## src/rtl/accel_wb_ctrl.sv

```systemverilog
// -----------------------------------------------------------------------------
// accel_wb_ctrl
//   Issues FFT/crypto commands from decode to an external accelerator over a
//   valid/ready request channel, collects the response, and owns the register
//   file write port. ALU writebacks always win the port; an accelerator result
//   waits in WRITE until the port is free. The pipeline is stalled from the
//   dispatch-accept cycle until the accelerator result has been written or the
//   op has been aborted on timeout.
//
// Ports
//   clk, rst                 clock (rising edge), asynchronous active-low reset
//   dispatch_valid           decode presents an instruction this cycle
//   fft, crypto, opcode      decoded op class flags and raw opcode
//   rd, rs1_data, rs2_data   destination register and operands
//   alu_valid/alu_rd/alu_data  ALU writeback request
//   acc_req_valid/ready      request handshake; acc_op/acc_a/acc_b payload
//   acc_rsp_valid/ready      response handshake; acc_rsp_data payload
//   stall                    freeze fetch/decode
//   reg_write/wb_rd/wb_data  registered regfile write port (1-cycle latency)
//   acc_error                one-cycle pulse when a WAIT times out
// -----------------------------------------------------------------------------
module accel_wb_ctrl #(
  parameter int DATA_W  = 19,
  parameter int REG_AW  = 3,
  parameter int TIMEOUT = 255
) (
  input  logic              clk,
  input  logic              rst,
  input  logic              dispatch_valid,
  input  logic              fft,
  input  logic              crypto,
  input  logic [4:0]        opcode,
  input  logic [REG_AW-1:0] rd,
  input  logic [DATA_W-1:0] rs1_data,
  input  logic [DATA_W-1:0] rs2_data,
  input  logic              alu_valid,
  input  logic [REG_AW-1:0] alu_rd,
  input  logic [DATA_W-1:0] alu_data,
  output logic              acc_req_valid,
  input  logic              acc_req_ready,
  output logic [4:0]        acc_op,
  output logic [DATA_W-1:0] acc_a,
  output logic [DATA_W-1:0] acc_b,
  input  logic              acc_rsp_valid,
  input  logic [DATA_W-1:0] acc_rsp_data,
  output logic              acc_rsp_ready,
  output logic              stall,
  output logic              reg_write,
  output logic [REG_AW-1:0] wb_rd,
  output logic [DATA_W-1:0] wb_data,
  output logic              acc_error
);

  localparam int TW = $clog2(TIMEOUT + 1);
  localparam logic [TW-1:0] TIMEOUT_V = TW'(TIMEOUT);

  typedef enum logic [1:0] {
    IDLE  = 2'd0,
    ISSUE = 2'd1,
    WAIT  = 2'd2,
    WRITE = 2'd3
  } state_t;

  state_t state_r, state_nxt_s;

  logic [4:0]        op_r;
  logic [REG_AW-1:0] rd_r;
  logic [DATA_W-1:0] a_r;
  logic [DATA_W-1:0] b_r;
  logic [DATA_W-1:0] rsp_data_r;
  logic [TW-1:0]     timer_r;

  logic              accept_s;
  logic              rsp_take_s;
  logic              timer_clr_s;
  logic              timer_inc_s;
  logic              err_s;
  logic              acc_wb_s;
  logic              stall_s;
  logic              req_valid_s;
  logic              rsp_ready_s;

  logic              we_s;
  logic [REG_AW-1:0] wrd_s;
  logic [DATA_W-1:0] wdata_s;

  logic              reg_write_r;
  logic [REG_AW-1:0] wb_rd_r;
  logic [DATA_W-1:0] wb_data_r;
  logic              acc_error_r;

  // Next-state and control decode for the accelerator sequencer.
  always_comb begin
    state_nxt_s = state_r;
    accept_s    = 1'b0;
    rsp_take_s  = 1'b0;
    timer_clr_s = 1'b0;
    timer_inc_s = 1'b0;
    err_s       = 1'b0;
    acc_wb_s    = 1'b0;
    stall_s     = 1'b0;
    req_valid_s = 1'b0;
    rsp_ready_s = 1'b0;
    case (state_r)
      IDLE: begin
        // Stall rises in the accept cycle itself so decode holds the next op.
        if (dispatch_valid && (fft || crypto)) begin
          accept_s    = 1'b1;
          stall_s     = 1'b1;
          state_nxt_s = ISSUE;
        end else begin
          state_nxt_s = IDLE;
        end
      end
      ISSUE: begin
        stall_s     = 1'b1;
        req_valid_s = 1'b1;
        if (acc_req_ready) begin
          timer_clr_s = 1'b1;
          state_nxt_s = WAIT;
        end else begin
          state_nxt_s = ISSUE;
        end
      end
      WAIT: begin
        stall_s     = 1'b1;
        rsp_ready_s = 1'b1;
        // A response arriving on the last timeout cycle is still taken.
        if (acc_rsp_valid) begin
          rsp_take_s  = 1'b1;
          state_nxt_s = WRITE;
        end else if (timer_r == TIMEOUT_V) begin
          err_s       = 1'b1;
          state_nxt_s = IDLE;
        end else begin
          timer_inc_s = 1'b1;
          state_nxt_s = WAIT;
        end
      end
      WRITE: begin
        stall_s = 1'b1;
        // The ALU owns the port this cycle; retry the accelerator write next cycle.
        if (alu_valid) begin
          state_nxt_s = WRITE;
        end else begin
          acc_wb_s    = 1'b1;
          state_nxt_s = IDLE;
        end
      end
      default: begin
        state_nxt_s = IDLE;
      end
    endcase
  end

  // Writeback source select: ALU first, then a pending accelerator result.
  always_comb begin
    we_s    = 1'b0;
    wrd_s   = {REG_AW{1'b0}};
    wdata_s = {DATA_W{1'b0}};
    if (alu_valid) begin
      we_s    = 1'b1;
      wrd_s   = alu_rd;
      wdata_s = alu_data;
    end else if (acc_wb_s) begin
      we_s    = 1'b1;
      wrd_s   = rd_r;
      wdata_s = rsp_data_r;
    end else begin
      we_s    = 1'b0;
    end
  end

  // FSM state register.
  always_ff @(posedge clk or negedge rst) begin
    if (!rst) begin
      state_r <= IDLE;
    end else begin
      state_r <= state_nxt_s;
    end
  end

  // Capture opcode, destination and operands at dispatch accept.
  always_ff @(posedge clk or negedge rst) begin
    if (!rst) begin
      op_r <= 5'd0;
      rd_r <= {REG_AW{1'b0}};
      a_r  <= {DATA_W{1'b0}};
      b_r  <= {DATA_W{1'b0}};
    end else if (accept_s) begin
      op_r <= opcode;
      rd_r <= rd;
      a_r  <= rs1_data;
      b_r  <= rs2_data;
    end
  end

  // WAIT-state timeout counter, cleared on request handshake.
  always_ff @(posedge clk or negedge rst) begin
    if (!rst) begin
      timer_r <= {TW{1'b0}};
    end else if (timer_clr_s) begin
      timer_r <= {TW{1'b0}};
    end else if (timer_inc_s) begin
      timer_r <= timer_r + TW'(1);
    end
  end

  // Hold the accelerator result until the write port is won.
  always_ff @(posedge clk or negedge rst) begin
    if (!rst) begin
      rsp_data_r <= {DATA_W{1'b0}};
    end else if (rsp_take_s) begin
      rsp_data_r <= acc_rsp_data;
    end
  end

  // Registered writeback port and timeout error pulse.
  always_ff @(posedge clk or negedge rst) begin
    if (!rst) begin
      reg_write_r <= 1'b0;
      wb_rd_r     <= {REG_AW{1'b0}};
      wb_data_r   <= {DATA_W{1'b0}};
      acc_error_r <= 1'b0;
    end else begin
      reg_write_r <= we_s;
      wb_rd_r     <= wrd_s;
      wb_data_r   <= wdata_s;
      acc_error_r <= err_s;
    end
  end

  assign acc_req_valid = req_valid_s;
  assign acc_rsp_ready = rsp_ready_s;
  assign stall         = stall_s;
  assign acc_op        = op_r;
  assign acc_a         = a_r;
  assign acc_b         = b_r;
  assign reg_write     = reg_write_r;
  assign wb_rd         = wb_rd_r;
  assign wb_data       = wb_data_r;
  assign acc_error     = acc_error_r;

endmodule

```

## config.mk

```make
export PLATFORM = sky130hd
export DESIGN_NAME = accel_wb_ctrl
export DESIGN_NICKNAME = d
export VERILOG_FILES = /design/src/rtl/accel_wb_ctrl.sv
export SDC_FILE = /design/constraint.sdc
export NUM_CORES = 1
export LEC_CHECK = 0
export BUFFER_PORTS_ARGS = -buffer_cell sky130_fd_sc_hd__buf_2
export CAP_MARGIN = 5
export CORE_MARGIN = 3
export CORE_UTILIZATION = 35
export DETAILED_ROUTE_END_ITERATION = 6
export HOLD_SLACK_MARGIN = 0.15
export PLACE_DENSITY = 0.67
export SLEW_MARGIN = 40
export SYNTH_ARGS = -nofsm -noshare
export SYNTH_HDL_FRONTEND = slang
export SYNTH_SLANG_ARGS = --single-unit
```

## constraint.sdc

```tcl
create_clock -name clk -period 3.9 [get_ports clk]
set_input_delay 0 -clock clk [delete_from_list [all_inputs] [get_ports clk]]
set_output_delay 0 -clock clk [all_outputs]
set_load 0.05 [all_outputs]
```

==> results.yml <==
run_status:
  status: "completed"
global_route:
  grt-busiest-layer: "met2"
  grt_max_degree: 77
  grt_use_met2: 0.301
  grt_first_pass_wirelength_um: 17000
  gr-usage-met1: 0.193
  gr-usage-all-layers: 0.170
  gr-usage-met3: 0.0516
  grt_pass1_vias: 3392
  antenna_found_initial: 0
  grt_overflow: 0
die:
  io_pins: 165
  die_height_um: 112
  die-width_um: 112
  coreArea_um2: 10600
  initial_core_util: 0.369
  rows: 37
  dieArea_um2: 12500
finish:
  multi_input_area_um2: 1330
  seqCellArea_um2: 2480
  fillers: 840
  drive_above_1_share: 0.491
  area_delta_synth_final_pct: 52.6
  fin_util: 0.563
  diodes: 0
  final_nets: 606
timing:
  setup_tns_ps: 0
  hold_viol: 0
  max_freq_mhz: 550
  tightest_slew_ps: 682
  final-setup-viol-count: 0
  fin_crit_ps: 1820
  rsz0062_at_grt: "false"
  finalCritPeriodShare: 0.466
  finClkSkew_ps: 6.30
  max_slew_margin: 0.545
  drv_slew: 0
  worst_slack_ps: 2080
clocking:
  cts_tree: "done"
  htreeDepth: 3
  clock_sink_count: 99
  cts_resized: 0
  cts-hold-fix-buffers: 91
  cts_buffers: 9
  clockRootBuffer: "clkbuf_8"
  clk_pin_slew_ps: 90
  clock_path_buffers: 2
  clk_latency_ps: 350
  postCtsSetupBuffers: 0
synthesis:
  yosys-top-cells-count: "99 x dfrtp_1, 66 x mux2_2, 22 x a22o_1"
  avgSynthCellArea_um2: 15.3
  synth_compound_area_frac: 0.0761
  synth_cells: 256
  yosysTopAreaCellShare: 0.633
  synth-simple-area-share: 0.0563
  synth_top_family_by_area: "multiplexers"
  seq_area_frac_synth: 0.633
  async_reset_ff_frac: 1.00
  ys_ff_latch: 99
  yosysTopAreaCell: "dfrtp_1"
  synth_flop_cell: "dfrtp_1"
  synth.distinct_cells: 40
  synth_edf_count: 0
  yosysMostFrequentCell: "dfrtp_1"
  yosys.area_share.xor_xnor: 0
  syn_area_um2: 3910
  synthMuxAreaShare: 0.200
  synth_fp_nets: 352
  yosysWarnings: 0
  ys_top_cells_by_area: "dfrtp_1 63%, mux2_2 19%, a22o_1 4.9%"
  synthAdderAreaFrac: 0.00320
drt:
  via_per_inst: 4.76
  route.detailed.drc: 0
  vias: 3098
  detail-route-antenna-nets: 0
  dr.pass1.iters: 4
  first_iter_violations: 128
  avgRoutedWirePerCell_um: 15.7
  routed_wl_um: 10300
worst_setup_path:
  crit_type: "reg -> reg"
  endpoint_kind: "flop"
  crit_fanout: 46
  cp_data_required_time_ps: 4140
  start_kind: "flop"
  cp_data_arrival_time_ps: 2050
placement:
  place_hpwl_um: 6350
  port_buffers: 164
  pre_cts_slack_ps: 2100
  globalplace.congestion: 0.786
power_and_ir_drop:
  p_leak_nw: 2.91
  ir_worst_vdd_v: 0.000453
  p_total_mw: 4.59
  p_per_area_nw_per_um2: 769
run:
  cap_violations: 0
worst_hold_path:
  min_path_type: "in -> reg"
[cells in the final DEF (no fill, tap or decap), types with 2 or more instances in the layout]
cell / instances
dlygate4sd3_1: 91
dfrtp_1: 99
inv_1: 3
nor2_1: 3
nand2_1: 7
mux2i_1: 4
a22o_1: 22
o21ai_0: 3
clkbuf_8: 9
nor3b_1: 2
o211ai_1: 3
bufinv_16: 3
buf_2: 163
nand2b_1: 3
nand3_1: 3
mux2_2: 66
[area by class of cell]
type / instances / area share
Inverter: 3 / 0.00189
Timing Repair Buffer: 256 / 0.292
Clock inverter: 6 / 0.0186
Multi-Input combinational cell: 141 / 0.223
Tap cell: 136 / 0.0285
Clock buffer: 10 / 0.0214
Sequential cell: 99 / 0.415
[registers in the layout, indices dropped and copies added, names as in the netlist]
signal      flops
acc_op          5
timer_r         8
acc_b          19
wb_data        19
rd_r            3
reg_write       1
rsp_data_r     19
wb_rd           3
acc_a          19
acc_error       1
state_r         2
[power by group]
part           total (mW)  switching, mW  internal [mW]
logic                2.15           1.44          0.703
clock network       0.778          0.351          0.428
registers            1.67          0.234           1.43
[critical path: stages, from the launching register on]
cell      delay (ps)
dfrtp_1          610
nor2_1           150
nand2b_4         490
mux2_2           420
[logic make-up (layout without fill, tap and decap cells)]
logic type | Yosys count | after routing
flip-flops | 99 | 99
multiplexers | 70 | 70
AO/OA/AOI/OAI | 37 | 37
AND/OR/NAND/NOR | 33 | 33
buffers and inverters | 16 | 275
adder cells (fa/ha/maj) | 1 | 1
[metal layers]
layer | vias to the layer above | wire (µm)
met5 | - | 0
met4 | 0 | 190
met3 | 20 | 690
met2 | 129 | 5320
met1 | 1514 | 4050
li1 | 1435 | -
[worst paths after layout]
kind | start | depth (start not counted) | slack (ps) | to
max in group asynchronous | rst | 3 | 2880 | wb_data[17]
worst min register to register | rd_r[2] | 1 | 490 | wb_rd[2]
worst max register to register | state_r[0] | 3 | 2080 | acc_b[0]
worst max-delay path | state_r[0] | 3 | 2080 | acc_b[0]
worst min-delay path | alu_valid | 2 | 200 | reg_write
min in group asynchronous | rst | 2 | 240 | acc_error
[through the flow]
stage	instances	hold WS [ps]	cell area (µm²)
2_1_floorplan	256	-296	3910
3_3_place_gp	544	208	4810
3_5_place_dp	544	91.3	4820
4_1_cts	651	170	5970
5_1_grt	651	197	5970
6_report	651	205	5970
Note: power is estimated with default switching activity, not from simulation.
